<file path="src/rtl/lsu_pkg.sv">
// lsu_pkg: size and state encodings shared by the load/store unit and its datapath.
package lsu_pkg;

    typedef enum logic [1:0] {SZ_B = 2'b00, SZ_H = 2'b01, SZ_W = 2'b10, SZ_D = 2'b11} size_t;
    typedef enum logic [1:0] {IDLE, READ, WRITE, RESP} state_t;

    function automatic logic [3:0] size_bytes(input size_t size);
        return 4'd1 << size;
    endfunction

endpackage

</file>
<file path="src/rtl/lsu_align.sv">
// lsu_align: load extension and sub-word store merge.
// The datapath is combinational and is built from a low-byte mask that is derived from the access size.
module lsu_align
    import lsu_pkg::*;
(
    input  logic [1:0]  size,
    input  logic        sign,
    input  logic [63:0] raw,
    input  logic [63:0] wdata,
    input  logic [63:0] old,
    output logic [63:0] rdata,
    output logic [63:0] merged
);

    logic [63:0] mask;
    logic [5:0]  msb;

    always_comb begin
        mask = {64{1'b1}} >> (7'd64 - {size_bytes(size_t'(size)), 3'b000});
        msb  = 6'({size_bytes(size_t'(size)), 3'b000} - 7'd1);
    end

    // For a double access the mask is all ones, so the sign fill vanishes on its own.
    assign rdata  = (raw & mask) | ((sign && raw[msb]) ? ~mask : 64'd0);
    assign merged = (wdata & mask) | (old & ~mask);

endmodule

</file>
<file path="src/rtl/load_store_unit.sv">
// load_store_unit: single-outstanding load/store controller for a 64-bit byte-addressed memory.
// Sub-word stores are performed as read-modify-write.
module load_store_unit
    import lsu_pkg::*;
#(
    parameter int MEM_SIZE = 256
)
(
    input  logic        clock,
    input  logic        reset,
    input  logic        req_valid,
    output logic        req_ready,
    input  logic        req_write,
    input  logic [1:0]  req_size,
    input  logic        req_signed,
    input  logic [63:0] req_addr,
    input  logic [63:0] req_wdata,
    output logic        resp_valid,
    output logic [63:0] resp_rdata,
    output logic        resp_fault,
    output logic [63:0] mem_address,
    output logic [63:0] mem_d_in,
    output logic        mem_read,
    output logic        mem_write,
    input  logic [63:0] mem_d_out
);

    state_t      state;
    logic [1:0]  size;
    logic        sign;
    logic        write;
    logic [63:0] addr;
    logic [63:0] wdata;
    logic [63:0] ext_data;
    logic [63:0] merge_data;
    logic        fault;

    // Every access moves 8 bytes, so the range limit is the same for all sizes.
    always_comb
        fault = ((req_addr[2:0] & 3'(size_bytes(size_t'(req_size)) - 4'd1)) != 3'd0)
             || (req_addr > 64'(MEM_SIZE - 8));

    assign req_ready   = state == IDLE && !reset;
    assign mem_address = addr;

    lsu_align u_align (
        .size   (size),
        .sign   (sign),
        .raw    (mem_d_out),
        .wdata  (wdata),
        .old    (mem_d_out),
        .rdata  (ext_data),
        .merged (merge_data)
    );

    always_ff @(posedge clock or posedge reset) begin
        if (reset) begin
            state      <= IDLE;
            size       <= '0;
            sign       <= 1'b0;
            write      <= 1'b0;
            addr       <= '0;
            wdata      <= '0;
            resp_valid <= 1'b0;
            resp_fault <= 1'b0;
            resp_rdata <= '0;
            mem_read   <= 1'b0;
            mem_write  <= 1'b0;
            mem_d_in   <= '0;
        end else begin
            case (state)
                IDLE: if (req_valid) begin
                    addr       <= req_addr;
                    size       <= req_size;
                    sign       <= req_signed;
                    write      <= req_write;
                    wdata      <= req_wdata;
                    resp_rdata <= '0;
                    if (fault) begin
                        state      <= RESP;
                        resp_valid <= 1'b1;
                        resp_fault <= 1'b1;
                    end else if (req_write && req_size == SZ_D) begin
                        state     <= WRITE;
                        mem_write <= 1'b1;
                        mem_d_in  <= req_wdata;
                    end else begin
                        state    <= READ;
                        mem_read <= 1'b1;
                    end
                end
                READ: begin
                    mem_read <= 1'b0;
                    if (write) begin
                        state     <= WRITE;
                        mem_write <= 1'b1;
                        mem_d_in  <= merge_data;
                    end else begin
                        state      <= RESP;
                        resp_valid <= 1'b1;
                        resp_rdata <= ext_data;
                    end
                end
                WRITE: begin
                    state      <= RESP;
                    mem_write  <= 1'b0;
                    mem_d_in   <= '0;
                    resp_valid <= 1'b1;
                end
                RESP: begin
                    state      <= IDLE;
                    resp_valid <= 1'b0;
                    resp_fault <= 1'b0;
                end
            endcase
        end
    end

endmodule

</file>
<file path="config.mk">
export PLATFORM = sky130hd
export DESIGN_NAME = load_store_unit
export DESIGN_NICKNAME = d
export VERILOG_FILES = /design/src/rtl/lsu_pkg.sv /design/src/rtl/lsu_align.sv /design/src/rtl/load_store_unit.sv
export SDC_FILE = /design/constraint.sdc
export NUM_CORES = 1
export LEC_CHECK = 0
export BUFFER_PORTS_ARGS = -buffer_cell sky130_fd_sc_hd__buf_4
export CORE_MARGIN = 10
export CORE_UTILIZATION = 39
export CTS_CLUSTER_DIAMETER = 100
export DETAILED_ROUTE_END_ITERATION = 6
export GPL_TIMING_DRIVEN = 1
export PLACE_DENSITY = 0.65
export SLEW_MARGIN = 20
export SYNTH_ARGS = -nofsm -noshare
export SYNTH_HDL_FRONTEND = slang
export SYNTH_HIERARCHICAL = 1
export SYNTH_SLANG_ARGS = --single-unit
</file>
<file path="constraint.sdc">
create_clock -name clock -period 13.2 [get_ports clock]
set_input_delay 0 -clock clock [delete_from_list [all_inputs] [get_ports clock]]
set_output_delay 0 -clock clock [all_outputs]
set_load 0.03 [all_outputs]
</file>
==> results.ini <==
[sta]
finalCritPeriodShare_pct=30.9
maxClockFrequency_mhz=245
total_count_of_hold_check_failures_in_the_final_report=0
setup-violations-final=0
max_slew.worst_pin.slew_ns=0.972
period_minus_slack_ns=4.08
worst_slack_on_hold_paths_ns=0.145
grt_setup_unrepaired=false
timing.max_slew.rel_slack_pct=35.2
report.final.slew_viol_count=0
timing.clock.skew_ns=0.0138
fin_tns_setup_ns=0

[routing]
drt_drc_violations_left=0
drt_first_iter_violations=1008
drt_pass1_iterations=6
detail_route.wl_per_cell_um=22.6
route.final.wire_length_mm=54.7
num_vias=13900
via_per_inst=5.77
postRouteAntennaNets=0

[job]
timing.max_cap.violations=0

[global_routing]
number_of_global_route_vias_before_repair=14200
grt_pass1_wl_mm=84.2
maximum_number_of_pins_on_one_net_before_global_route_repair=169
antenna_found_initial=3
globalRouteTotalUtil_pct=23.2
global_route.overflow_total=0

[power_and_ir_drop]
power_per_cell_area_nw_per_um2=258
total_leakage_power_nw=8.96
max-vdd-ir-drop_mv=0.162
post-layout-total-power_w=0.00532

[cts]
cts_tree=built
cts_resized=0
cts_num_sinks=266
cts_setup_buffers=0
cts-hold-fix-buffers=198
cts_buffers=31
cts_max_path_buffers=3
cts.reportedPaths.clkPinSlew_ns=0.06
worstSkewPairLatency_ns=0.58
cts_h_tree_depth=1
clock-root-buffer=clkbuf_16

[run_status]
run_status=complete, no violations

[final_layout]
finalInstanceArea_um2=20600
post-route-util_pct=56.3
flow.area_growth_from_synthesis_pct=42.6
finish.net_count=2130
final_layout_size_suffix_gt1_share_pct=34.2

[critical_path]
crit_end_category=flip-flop
worstPathCellList=inv_1 > ha_4 > nor2b_1 > or3_4 > buf_4 > buf_4 > nor3_1 > a221oi_1 > nand3_1
critical_path.most_common_cell=buf_4
worst_path_required_time_ns=13.66
worst_path_max_delay_cell=buf_4
start_kind=flip-flop
arrival_time_at_the_worst_endpoint_ns=4.54
critical_path.max_fanout=92
worst_path_largest_cell_delay_ns=0.76
worst-setup-path-type=flip-flop to flip-flop

[logic_synthesis]
synth_seq_cells=266
largest_family_of_logic_cells_by_synthesized_area=simple AND/OR/NAND/NOR gates
postSynthAreaPerCell_um2=9.97
area_fraction_in_and_or_nand_and_nor_cells_after_synthesis_pct=17.9
netlist_top_cells_area=dfrtp_1, mux2_2, nand3_1
syn-cell-area_um2=14500
synth_xor_area_share_pct=0
instance_count_of_the_mapped_netlist=1450
netlist-cell-type-count=42
synth_fa_ha_area_share_pct=0.433
synth-compound-area-share_pct=16.1
synth_top_cell_by_area=dfrtp_1
syn-num-nets=1654
synth.top_cell.area_share_pct=46.0
share_of_synthesized_area_spent_on_multiplexers_pct=14.8
yosysWarnings=6
async_flop_share_pct=100
synth.cells.most_frequent=dfrtp_1, mux2_2, nand3_1
ys_seq_area_share_pct=46.0
post-synth-top-count-cell=dfrtp_1
ys_dominant_reg_cell=dfrtp_1
count_of_flip_flops_with_a_built_in_enable_after_synthesis=0

[placement]
globalplace.congestion=0.776
dpl-instance-area_um2=17600
place_hpwl_mm=34.8
portBuffers=395

[floorplanning]
top_level_ports=396
initial_utilization_pct=39.5
dieHeight_um=213
die_area_um2=45200
placement_rows=70
floorplan.die.width_um=213
core_area_um2=36600

[min_path]
worst_hold_path_type=primary input to async pin

cell type report:
type / instances / area, um2
Timing Repair Buffer: 610 / 5090
Tap cell: 468 / 586
Multi-Input combinational cell: 1010 / 7170
Clock buffer: 44 / 905
Fill cell: 3008 / 16000
Antenna cell: 2 / 5.00
Inverter: 7 / 33.8
Clock inverter: 11 / 161
Sequential cell: 266 / 6660
report_power, final:
part	internal [W]	switching, W	leakage (nW)	total (W)
clock network	0.000550	0.000365	0.526	0.000916
registers	0.00119	0.000262	3.26	0.00146
logic	0.00118	0.00177	5.18	0.00295
total	0.00293	0.00239	8.96	0.00532
worst max-delay path: cells and delay by family (launching register included):
family / cells / cell delay, ns
buffers and inverters: 3 / 1.63
AND/OR/NAND/NOR: 4 / 0.99
adder cells (fa/ha/maj): 1 / 0.59
flip-flops: 1 / 0.41
AO/OA/AOI/OAI: 1 / 0.28
worst paths after layout:
| check | from | endpoint | slack (ns) | cells after the start |
|---|---|---|---|---|
| min in group clock | mem_d_out[1] | resp_rdata[1] | 0.19 | 3 |
| hold reg to reg | wdata[33] | wdata[33] | 0.50 | 1 |
| setup reg to reg | state[1] | mem_d_in[43] | 9.12 | 9 |
| max in group asynchronous | reset | resp_rdata[16] | 11.57 | 4 |
| hold / removal | reset | mem_address[8] | 0.15 | 3 |
| setup / recovery | state[1] | mem_d_in[43] | 9.12 | 9 |
kinds of logic (layout without fill, tap and decap cells):
logic type,after synthesis,count (layout)
other,0,2
adder cells (fa/ha/maj),5,5
buffers and inverters,174,672
AO/OA/AOI/OAI,334,334
AND/OR/NAND/NOR,482,482
flip-flops,266,266
multiplexers,189,189
sequential cells by signal, summed over array words and instances, names as in the netlist:
register / count
resp_fault: 1
mem_address: 64
sign: 1
mem_d_in: 64
resp_rdata: 64
size: 2
mem_write: 1
resp_valid: 1
write: 1
mem_read: 1
wdata: 64
state: 2
per-stage QoR:
step | setup WS (ns) | cells
2_1_floorplan | 5.87 | 1450
3_3_place_gp | 9.36 | 2163
3_5_place_dp | 9.18 | 2163
4_1_cts | 9.15 | 2416
5_1_grt | 8.70 | 2418
6_report | 9.12 | 2418
cell usage in the layout, fill, tap and decap left out, types with 6 or more instances in the layout:
cell type,instances
o211ai_1,33
and2_1,65
mux2_2,186
a21oi_1,63
a21o_1,9
buf_4,409
a22o_1,64
nor4_1,15
nor3_1,131
clkbuf_8,8
inv_1,6
nor2b_1,66
nand2_1,22
clkbuf_16,31
nand3_1,164
a221oi_1,66
dlygate4sd3_1,198
dfrtp_1,264
o21ai_0,83
layer usage:
metal	up-vias	part of all wire, %	GRT usage [%]
li1	6332	-	-
met1	6921	42	30.2
met2	604	47	37.0
met3	88	8.5	6.18
met4	0	2.7	6.75
met5	-	0	0
Power figures use the tool's default switching activity.
